==> src/rtl/regfile_wb_arbiter.sv <==
`default_nettype none
// ============================================================================
// Module   : regfile_wb_arbiter
// Purpose  : Shares the register file's single write port among NUM_REQ
//            writeback requesters. It uses round-robin arbitration with a
//            valid/ready handshake and drives a registered write triple.
//            It also keeps a per-register pending-write scoreboard that
//            decode uses to stall on registers with outstanding writes.
// Ports    : clk_i           - clock, rising edge
//            rst_ni          - asynchronous active-low reset
//            req_valid_i     - per-requester write request
//            req_ready_o     - per-requester grant (combinational)
//            req_addr_i      - packed destination registers, ADDR_W each
//            req_data_i      - packed write data, DATA_W each
//            write_enable_o  - register-file write strobe (registered)
//            write_addr_o    - register-file write address (registered)
//            write_data_o    - register-file write data (registered)
//            claim_valid_i   - decode claims claim_addr_i as a destination
//            claim_addr_i    - register being claimed
//            flush_i         - synchronous scoreboard clear
//            busy_o          - per-register outstanding-write flag
//            err_overflow_o  - sticky: claim on a saturated counter
//            err_underflow_o - sticky: retire on a zero counter
// Revision : 1.0 - initial release
// ============================================================================
module regfile_wb_arbiter #(
  parameter int DATA_W   = 16,
  parameter int ADDR_W   = 3,
  parameter int NUM_REGS = 8,
  parameter int NUM_REQ  = 3,
  parameter int CNT_W    = 2
) (
  input  logic                      clk_i,
  input  logic                      rst_ni,
  input  logic [NUM_REQ-1:0]        req_valid_i,
  output logic [NUM_REQ-1:0]        req_ready_o,
  input  logic [NUM_REQ*ADDR_W-1:0] req_addr_i,
  input  logic [NUM_REQ*DATA_W-1:0] req_data_i,
  output logic                      write_enable_o,
  output logic [ADDR_W-1:0]         write_addr_o,
  output logic [DATA_W-1:0]         write_data_o,
  input  logic                      claim_valid_i,
  input  logic [ADDR_W-1:0]         claim_addr_i,
  input  logic                      flush_i,
  output logic [NUM_REGS-1:0]       busy_o,
  output logic                      err_overflow_o,
  output logic                      err_underflow_o
);

  localparam int                   c_PTR_W   = (NUM_REQ > 1) ? $clog2(NUM_REQ) : 1;
  localparam logic [c_PTR_W-1:0]   c_LAST    = c_PTR_W'(NUM_REQ - 1);
  localparam logic [c_PTR_W:0]     c_NREQ    = (c_PTR_W + 1)'(NUM_REQ);
  localparam logic [CNT_W-1:0]     c_CNT_MAX = '1;

  // Arbitration state and output stage.
  logic [c_PTR_W-1:0] ptr_q, ptr_d;
  logic               we_q, we_d;
  logic [ADDR_W-1:0]  waddr_q, waddr_d;
  logic [DATA_W-1:0]  wdata_q, wdata_d;
  logic               err_ovf_q, err_ovf_d;
  logic               err_unf_q, err_unf_d;

  logic               w_any;
  logic [c_PTR_W-1:0] w_win_idx;
  logic [c_PTR_W:0]   w_scan;
  logic [NUM_REQ-1:0] w_grant;
  logic [ADDR_W-1:0]  w_sel_addr;
  logic [DATA_W-1:0]  w_sel_data;
  logic [NUM_REGS-1:0] w_ovf;
  logic [NUM_REGS-1:0] w_unf;

  // Round-robin scan: visit ptr, ptr+1, ... (mod NUM_REQ) and take the first
  // valid requester. ptr < NUM_REQ and k < NUM_REQ, so one subtraction is
  // enough to wrap the sum.
  always_comb begin
    w_any     = 1'b0;
    w_win_idx = '0;
    w_scan    = '0;
    w_grant   = '0;
    for (int k = 0; k < NUM_REQ; k++) begin
      w_scan = {1'b0, ptr_q} + (c_PTR_W + 1)'(k);
      if (w_scan >= c_NREQ) begin
        w_scan = w_scan - c_NREQ;
      end
      if (!w_any && req_valid_i[w_scan[c_PTR_W-1:0]]) begin
        w_any     = 1'b1;
        w_win_idx = w_scan[c_PTR_W-1:0];
      end
    end
    if (w_any) begin
      w_grant[w_win_idx] = 1'b1;
    end
  end

  assign req_ready_o = w_grant;

  // Winner's address/data mux with constant slice bases.
  always_comb begin
    w_sel_addr = '0;
    w_sel_data = '0;
    for (int k = 0; k < NUM_REQ; k++) begin
      if (k == int'(w_win_idx)) begin
        w_sel_addr = req_addr_i[k*ADDR_W +: ADDR_W];
        w_sel_data = req_data_i[k*DATA_W +: DATA_W];
      end
    end
  end

  // The address and data hold when nothing transfers, and only the strobe drops.
  always_comb begin
    we_d    = w_any;
    waddr_d = w_any ? w_sel_addr : waddr_q;
    wdata_d = w_any ? w_sel_data : wdata_q;
    ptr_d   = ptr_q;
    if (w_any) begin
      ptr_d = (w_win_idx == c_LAST) ? '0 : w_win_idx + 1'b1;
    end
    err_ovf_d = err_ovf_q | (|w_ovf);
    err_unf_d = err_unf_q | (|w_unf);
  end

  always_ff @(posedge clk_i or negedge rst_ni) begin
    if (!rst_ni) begin
      ptr_q     <= '0;
      we_q      <= 1'b0;
      waddr_q   <= '0;
      wdata_q   <= '0;
      err_ovf_q <= 1'b0;
      err_unf_q <= 1'b0;
    end else begin
      ptr_q     <= ptr_d;
      we_q      <= we_d;
      waddr_q   <= waddr_d;
      wdata_q   <= wdata_d;
      err_ovf_q <= err_ovf_d;
      err_unf_q <= err_unf_d;
    end
  end

  assign write_enable_o  = we_q;
  assign write_addr_o    = waddr_q;
  assign write_data_o    = wdata_q;
  assign err_overflow_o  = err_ovf_q;
  assign err_underflow_o = err_unf_q;

  // Pending-write scoreboard. A retire is taken from the output stage, so it
  // counts the write that the register file is accepting this cycle.
  for (genvar r = 0; r < NUM_REGS; r++) begin : g_sb
    logic             w_claim;
    logic             w_retire;
    logic [CNT_W-1:0] cnt_q, cnt_d;

    assign w_claim  = claim_valid_i && (claim_addr_i == ADDR_W'(r));
    assign w_retire = we_q && (waddr_q == ADDR_W'(r));

    // Flush suppresses the error flags along with the count change.
    assign w_ovf[r] = !flush_i && w_claim && !w_retire && (cnt_q == c_CNT_MAX);
    assign w_unf[r] = !flush_i && w_retire && !w_claim && (cnt_q == '0);

    always_comb begin
      cnt_d = cnt_q;
      if (flush_i) begin
        cnt_d = '0;
      end else if (w_claim && !w_retire) begin
        if (cnt_q != c_CNT_MAX) begin
          cnt_d = cnt_q + 1'b1;
        end
      end else if (w_retire && !w_claim) begin
        if (cnt_q != '0) begin
          cnt_d = cnt_q - 1'b1;
        end
      end
    end

    always_ff @(posedge clk_i or negedge rst_ni) begin
      if (!rst_ni) begin
        cnt_q <= '0;
      end else begin
        cnt_q <= cnt_d;
      end
    end

    assign busy_o[r] = (cnt_q != '0);
  end

endmodule
`default_nettype wire

==> config.mk <==
export PLATFORM = sky130hd
export DESIGN_NAME = regfile_wb_arbiter
export DESIGN_NICKNAME = d
export VERILOG_FILES = /design/src/rtl/regfile_wb_arbiter.sv
export SDC_FILE = /design/constraint.sdc
export NUM_CORES = 1
export LEC_CHECK = 0
export ABC_AREA = 1
export BUFFER_PORTS_ARGS = -buffer_cell sky130_fd_sc_hd__buf_2
export CAP_MARGIN = 20
export CORE_MARGIN = 2
export CORE_UTILIZATION = 45
export DETAILED_ROUTE_END_ITERATION = 8
export PLACE_DENSITY_LB_ADDON = 0.08
export SLEW_MARGIN = 0
export SYNTH_ARGS = -nofsm -noshare
export SYNTH_HDL_FRONTEND = slang
export SYNTH_SLANG_ARGS = --single-unit
==> constraint.sdc <==
create_clock -name clk_i -period 3.2 [get_ports clk_i]
set_input_delay 0.32 -clock clk_i [delete_from_list [all_inputs] [get_ports clk_i]]
set_output_delay 0.32 -clock clk_i [all_outputs]
set_load 0.02 [all_outputs]
======== Word-level counts from Yosys, hierarchy flattened ========
Cells that the tools add are included.
storage, ports and cells
  register bits ........................... 40
  logic and storage cells ................. 299
cells by class
  $add $sub $neg .......................... 22
  magnitude comparators ................... 8
  equal/unequal tests ..................... 41
  muxes and demuxes ....................... 65
  bitwise logic cells ..................... 2
  reduce and logical (&&, ||, !) cells .... 147
operators with widths
  cell                   number
  $mux W2                47
  $logic_and A1 B1 Y1    83
  $mux W16               3
  $reduce_bool A3 Y1     16
  $eq A3 B3 Y1 const B   8
  $ne A3 B2 Y1 const B   8
  $reduce_and A3 Y1      8
  $logic_not A1 Y1       19
  $add A2 B1 Y2 const B  9
  $eq A2 B2 Y1 const B   9
  $logic_not A2 Y1       9
  $ne A2 B2 Y1 const B   8
  $reduce_bool A2 Y1     8
  $reduce_or A8 Y1       2
  $sub A2 B1 Y2 const B  8
  $eq A3 B2 Y1 const B   4
  $lt A2 B3 Y1 const B   4
  $mux W3                4
  $mux W1                7
  $bmux W1 S2            3
  $eq A3 B1 Y1 const B   2
  $ge A3 B2 Y1 const B   2
  $logic_not A3 Y1       2
  $sub A2 B2 Y2 const B  3
  other kinds (7)        9

======== Depth between registers and ports, before layout ========
Gate-level depths: netlist (run 1).
  depth after elaboration ................. 16
  depth in mapped cells ................... 15
  depth with buffers taken out ............ 14

======== Least setup slack after synthesis (run 1) ========
Ideal clock, no wire load.
  path type ............................... register to output
  from .................................... reg ptr_q[0]
  to ...................................... out req_ready_o[0]
  arrival time ............................ 1801 ps
  slack ................................... 1079 ps
  cell stages (with the launch flop) ...... 13
  path buffers ............................ 0
  cell sequence ........................... dfrtp_1 > inv_1 > ha_1 > inv_2 > nand2_1 > nand2_1 > a21oi_4 > nand4_1 > nand2_2 > inv_1 > nor2_1 > nand2_1 > inv_1
between the ends
  word-level cells in the longest chain between the ends .. 16
  elaborated cells on any way between the ends .. 33
  those cells by class .................... 5 x add/sub; 5 x order compare; 18 x mux; 5 x reduce/logical
ends and longest elaborated chain
  element                                                 line  source
  from (decl)                                             56    logic [c_PTR_W-1:0] ptr_q, ptr_d;
  from (signal assigned)                                  131   ptr_q <= ptr_d;
  branches (longest 15 deep; another with $add A2 B1 Y3)  n/a
  $mux W3 *                                               90    if (w_any) begin
  to (decl)                                               36    output logic [NUM_REQ-1:0] req_ready_o,
Every way passes the cells marked *. The select of a mux whose other input is x is not followed.

======== Final worst setup path (run 1) ========
Same ends and word-level chain as after synthesis.

==> metrics.md, run 1 <==
| Metric | Value |
|---|---|
| Status | `finished, final reports clean` |
| Congestion Overflow GR | `0` |
| Nets | `629` |
| Die width | `84.11 um` |
| Achievable Freq | `395.5 MHz` |
| Crit path time final | `2.528 ns` |
| Die height | `84.11 um` |
| Initial drt markers | `151` |
| Post-synth EDFFs | `0` |
| WL/cell | `11.20 um` |
| Reg area | `1001 um2` |
| Fill cells | `644` |
| Sequential cell area fraction in the yosys report | `34.66%` |
| Post-cts hold buffer count | `0` |
| Peak VDD IR | `681.3 uV` |
| Post-synthesis mux area share | `0%` |
| Leakage | `2.035 nW` |
| Post-CTS sizing | `0` |
| DP Wirelength | `5472 um` |
| Post-synthesis cell area | `2888 um2` |
| Most frequent cells in the layout | `nand2_1, buf_2, nor2_1` |
| Worst R2R Path Depth | `13` |
| Final WL | `7136 um` |
| Largest family of logic cells by synthesized area | `simple AND/OR/NAND/NOR gates` |
| Area grow syn2layout | `22.36%` |
| Root Buffer | `clkbuf_8` |
| Most frequently used flop master after synthesis | `dfrtp_1` |
| ANT nets after route | `0` |
| Clock Skews | `0.01182 ns` |
| Diodes inserted | `0` |
| Unrepaired setup endpoints after global routing | `no` |
| Hold Vio Cnt, Final | `0` |
| Max Slew Vio Count | `0` |
| First-pass GRT wire length | `12410 um` |
| Power Density | `1067 nW/um2` |
| Post-Synth Adder-Cell Area | `1.300%` |
| Largest net degree at the start of global routing | `41` |
| Worst Setup Start Kind | `flip-flop` |
| Clk_lat worst skew | `0.30 ns` |
| Worst Setup SP | `ptr_q[0]` |
| Post-Synth Simple-Gate Area | `45.19%` |
| Clock Path Buffers | `2` |
| Routability cong. | `0.8842` |
| Initial antenna violation count | `0` |
| Worst Path Max Fanout | `6` |
| Area of the core | `6277 um2` |
| Postcts setup bufs | `0` |
| Yosys warns | `0` |
| DRC viols | `0` |
| Ys async rst share | `100.0%` |
| # setup viols final | `0` |
| Clk sinks | `40` |
| R2R Setup Slk | `1.03 ns` |
| Yosys top cell by area | `dfrtp_1` |
| Num CTS Buffers | `5` |
| Setup CP Type | `reg -> out` |
| CP required | `2.88 ns` |
| CTS tree | `yes` |
| Worst EP arrival | `2.21 ns` |
| H-tree depth | `2` |
| Reg-to-Reg End | `write_data_o[3]` |
| Commonest non-fill, non-tap cell in the layout | `nand2_1` |
| Post-DP Area | `3422 um2` |
| GR Util All Layers | `21.20%` |
| Yosys cell types | `28` |
| Synth area leaders | `dfrtp_1, nand2_1, nand3_1, nor2_1, inv_1` |
| Synth Area per Inst | `6.224 um2` |
| DR vias | `3119` |
| Slew of the pin with the lowest slew margin | `0.9065 ns` |
| Worst min-delay path class | `in -> async` |
| First-pass DRT Iterations | `4` |
| RR Startpoint | `ptr_q[0]` |
| Initial Util | `46.00%` |
| Worst-path clk slew | `0.09 ns` |
| Number of port buffers | `99` |
| Share of the synthesized area in the top cell type | `34.66%` |
| Ratio of cells with drive above 1 in the final layout | `21.96%` |
| Mapped Cells | `464` |
| Vias in the first global route | `2901` |
| IO Count | `100` |
| Die ar. | `7074 um2` |
| Rows | `29` |
| Footprint of the multi-input gates | `1597 um2` |
| CP endpoint kind | `output port` |
| Max-Cap Viols | `0` |
| Flop and latch count out of synthesis | `40` |
| Setup_tns | `0 ns` |
| Fin crit share | `79.00%` |
| Post-Synth XOR/XNOR Area | `1.213%` |
| Max-slew headroom | `39.57%` |
| Mapped Nets | `534` |
| Fin area | `3533 um2` |
| Compound-Gate Fraction of Synth Area | `7.582%` |
| Via-to-Cell Ratio | `4.896` |
stage by stage:
stage / cells / total power, mW / setup WS, ns / utilization, % / hold slack (ns)
after floorplan: 464 / 2.829 / 1.079 / - / 0.02441
after global placement: 629 / 3.323 / 1.069 / 54.51 / 0.4574
after detailed placement: 629 / 3.381 / 0.9985 / 54.51 / 0.4631
after CTS: 637 / 3.801 / 0.6648 / 56.29 / 0.1805
after global routing: 637 / 4.212 / 0.4536 / 56.29 / 0.2243
final: 637 / 3.768 / 0.6719 / 56.29 / 0.1446
layer usage:
| metal | vias up | wire (um) | track usage (%) |
|---|---|---|---|
| li1 | 1657 | - | - |
| met4 | 0 | 83 | 5.279 |
| met1 | 1366 | 3261 | 27.47 |
| met3 | 10 | 434 | 4.748 |
| met5 | - | 0 | 0 |
| met2 | 86 | 3357 | 36.00 |
power by group:
group	leakage [nW]	switching [mW]	total [mW]	internal [mW]
Combinational	1.48	1.70	2.53	0.834
Clock	0.0541	0.183	0.414	0.231
Sequential	0.503	0.122	0.823	0.702
critical path, cell delays in order, from the launching register on:
cell and delay [ns]:
dfrtp_1 0.37, inv_1 0.07, ha_1 0.39, nor2_1 0.12
o21ai_1 0.33, nand2_1 0.11, nand2_2 0.07, inv_1 0.08
nor2_1 0.09, nand2_1 0.07, inv_1 0.05, buf_2 0.15
worst max-delay path by stage:
stage	cells past startpoint	to
detailed placement	11	req_ready_o[0]
global placement	14	req_ready_o[0]
CTS	11	req_ready_o[0]
global route	11	req_ready_o[0]
floorplan	12	req_ready_o[0]
finish	11	req_ready_o[0]
state kept, by name, indices dropped and copies added, names as in the netlist:
name	flops
g_sb.cnt_q	16
write_data_o	16
write_addr_o	3
ptr_q	2
err_overflow_o	1
err_underflow_o	1
write_enable_o	1
synthesized netlist by cell type, types with 3 or more instances:
| cell | number |
|---|---|
| buf_2 | 4 |
| buf_4 | 4 |
| clkbuf_1 | 4 |
| dfrtp_1 | 40 |
| ha_1 | 3 |
| inv_1 | 53 |
| inv_2 | 3 |
| nand2_1 | 164 |
| nand2_2 | 3 |
| nand3_1 | 58 |
| nand4_1 | 13 |
| nor2_1 | 61 |
| nor3_1 | 4 |
| o21ai_0 | 20 |
| o21ai_1 | 4 |
| o21bai_1 | 5 |
| o31ai_1 | 4 |
| or2_2 | 5 |
| xor2_1 | 3 |
layout make-up:
type	count	share of cell area (%)
clock buffers	5	1.948
clock inverters	3	1.204
inverters	56	5.949
multi-input cells	354	45.18
flip-flops and latches	40	28.33
well taps	77	2.727
repair buffers	102	14.66
kinds of logic after synthesis:
group | after synthesis
and+or+nand+nor | 311
buffers and inverters | 70
DFF | 40
AOI/OAI and AO/OA | 36
xor gates and xnor gates | 4
adders and majority gates | 3
No activity file was read; power rests on OpenSTA's default activity.
==> inputs of run 2 (changes only) <==
==> constraint.sdc (replaced) <==
create_clock -name clk_i -period 2.2 [get_ports clk_i]
set_input_delay 0.22 -clock clk_i [delete_from_list [all_inputs] [get_ports clk_i]]
set_output_delay 0.22 -clock clk_i [all_outputs]
set_load 0.02 [all_outputs]
==> run 2 against run 1 <==
The flow now finishes with violations (setup timing). Largest cell class unchanged. Sequential power is 46% higher. Core utilization is 4.7 points higher. Worst hold slack better by 0.074 ns. Largest power group unchanged. Register-to-register slack worse by 1.0 ns. Cell count is 3.0% higher. First-iteration DRC count is 8.6% higher. Highest routed layer unchanged. Total power is 72% higher. Final area is 8.4% higher. Via count is 3.9% higher. Die area stayed put.
==> metrics.md, run 2 (synthesis gave the netlist of run 1 again) <==
| Metric | Value |
|---|---|
| Status | `complete, but fails checks` |
| Failing checks | `setup timing` |
| Achievable Freq | `446.0 MHz` |
| Clk_lat worst skew | `0.30 ns` |
| Slew of the pin with the lowest slew margin | `0.7040 ns` |
| CP required | `1.98 ns` |
| ANT nets after route | `0` |
| Root Buffer | `clkbuf_8` |
| Internal power | `3.235 mW` |
| DR vias | `3242` |
| Peak VDD IR | `1036 uV` |
| Clock Skews | `0.008533 ns` |
| WL/cell | `12.12 um` |
| Power Density | `1695 nW/um2` |
| H-tree depth | `2` |
| Fin worst setup slack | `-0.04224 ns` |
| Largest net degree at the start of global routing | `31` |
| Max-slew headroom | `53.01%` |
| Setup CP Type | `reg -> out` |
| Setup_tns | `-0.04966 ns` |
| CP peak stage delay | `0.44 ns` |
| Clock share of power | `10.2%` |
| Most frequent cells in the layout | `nand2_1, buf_2, nor2_1` |
| Area of the core | `6277 um2` |
| IO Count | `100` |
| Clk sinks | `40` |
| Max Slew Vio Count | `0` |
| CP endpoint kind | `output port` |
| Hold Vio Cnt, Final | `0` |
| Nets | `648` |
| DRC viols | `0` |
| Clock Path Buffers | `2` |
| Num CTS Buffers | `5` |
| Max-Cap Viols | `0` |
| DP Wirelength | `5617 um` |
| Initial drt markers | `164` |
| Slowest CP cell | `dfrtp_2` |
| Vias in the first global route | `3085` |
| Die ar. | `7074 um2` |
| Fill cells | `589` |
| Bufs and invs on worst path | `4` |
| Number of port buffers | `99` |
| Congestion Overflow GR | `0` |
| Sequential Power Share | `18.5%` |
| Area grow syn2layout | `32.63%` |
| GR Util All Layers | `22.23%` |
| Final WL | `7951 um` |
| Worst min-delay path class | `in -> reg` |
| Unrepaired setup endpoints after global routing | `yes` |
| Cell Chain, Critical Path | `ha_4, inv_4, nand2_2, nand2_2, a21oi_4, nand3_2, nand2_2, nand2_2, inv_2, nor2_1, nand2_1, inv_1, buf_6` |
| Worst Setup Start Kind | `flip-flop` |
| Initial antenna violation count | `0` |
| Worst Path Max Fanout | `6` |
| Die height | `84.11 um` |
| Net Sw Frac | `50.17%` |
| Fin area | `3830 um2` |
| Crit. path cell count | `13` |
| Worst EP arrival | `2.02 ns` |
| # setup viols final | `3` |
| Diodes inserted | `0` |
| Via-to-Cell Ratio | `4.942` |
| Family with the most delay on the worst path | `simple AND/OR/NAND/NOR gates` |
| Routability cong. | `0.8484` |
| Hold Path Depth | `5` |
| Logic gate share of total power | `71.3%` |
| Worst R2R Path Depth | `13` |
| Commonest non-fill, non-tap cell in the layout | `nand2_1` |
| Leakage | `2.154 nW` |
| Crit path time final | `2.242 ns` |
| Die width | `84.11 um` |
| First-pass GRT wire length | `13190 um` |
| Initial Util | `46.00%` |
| Worst-path clk slew | `0.08 ns` |
| Ratio of cells with drive above 1 in the final layout | `27.63%` |
| CTS tree | `yes` |
| Rows | `29` |
| Critical Path Most Common Cell | `nand2_2` |
| First-pass DRT Iterations | `4` |
| Fin crit share | `101.9%` |
| Net load switching power | `3.258 mW` |
| Post-DP Area | `3487 um2` |
[run 2: cell count changes in the layout (fill, tap and decap cells not counted), sizes merged]
cell	before	now
nand2	167	168
buf	102	118
dlygate4sd3	0	1
clkinv	1	0
clkbuf	5	8
clkinvlp	1	0
[run 2: per-layer routing]
metal	track usage [%]	part of all wire (%)	vias to the layer above
met5	0	0	-
met4	5.425	0.98	0
met3	4.055	5.6	8
met1	28.24	43	1440
li1	-	-	1700
met2	39.11	50	94
[run 2: worst register-to-register path, cell delays in order, from the launching register on]
cell and delay (ns):
dfrtp_2 0.44, ha_4 0.32, inv_4 0.04, nand2_2 0.06
nand2_2 0.07, a21oi_4 0.19, nand3_2 0.13, nand2_2 0.10
nand2_2 0.06, buf_4 0.17, buf_12 0.15, or2_1 0.21
nand3_1 0.08, nand2_1 0.05
[run 2: what timing repair did]
| item | 4_1_cts | 5_1_grt |
|---|---|---|
| pin swaps | 6 | 6 |
| endpoints found under the hold margin | 12 | 0 |
| buffers inserted | 8 | 1 |
| cloned | 0 | 2 |
| hold buffers | 1 | 0 |
| setup endpoints to repair | 3 | 23 |
| gates resized for setup | 18 | 14 |
[run 2: final cells by class]
| type | instances | area [um2] | area share (%) |
|---|---|---|---|
| flip-flops and latches | 40 | 1002 | 26.17 |
| multi-input cells | 355 | 1689 | 44.10 |
| repair buffers | 120 | 700.7 | 18.29 |
| clock buffers | 7 | 96.34 | 2.516 |
| inverters | 56 | 215.2 | 5.619 |
| clock inverters | 1 | 30.03 | 0.7841 |
| well taps | 77 | 96.34 | 2.516 |
[run 2: power by group through the flow]
stage                     registers [mW]  clock network, mW  logic, mW
after global routing                1.23              0.708       5.20
after CTS                           1.20              0.682       4.27
final                               1.20              0.665       4.63
after detailed placement            1.20                  0       3.88
after floorplan                     1.41                  0       2.71
after global placement              1.20                  0       3.82
[run 2: worst paths after layout]
path | slack (ns) | startpoint | endpoint
max | -0.04 | ptr_q[1] | req_ready_o[0]
min | 0.22 | req_data_i[13] | write_data_o[13]
max reg2reg | 0.03 | ptr_q[1] | write_data_o[3]
min reg2reg | 0.48 | write_data_o[13] | write_data_o[13]
max in group asynchronous | 1.17 | rst_ni | ptr_q[1]
min in group asynchronous | 0.35 | rst_ni | g_sb[7].cnt_q[1]
[run 2: per-stage QoR]
stage                     hold WS (ns)  cells  power, mW  util, %  worst slack, ns
after detailed placement        0.1391    636      5.075    55.55          0.04562
after global placement          0.1316    636      5.021    55.55           0.1316
after CTS                       0.2115    653      6.145    59.68         -0.03682
after floorplan               -0.07559    464      4.115        -           0.1786
after global routing            0.2376    656      7.146    61.01          -0.1480
final                           0.2188    656      6.493    61.01         -0.04224
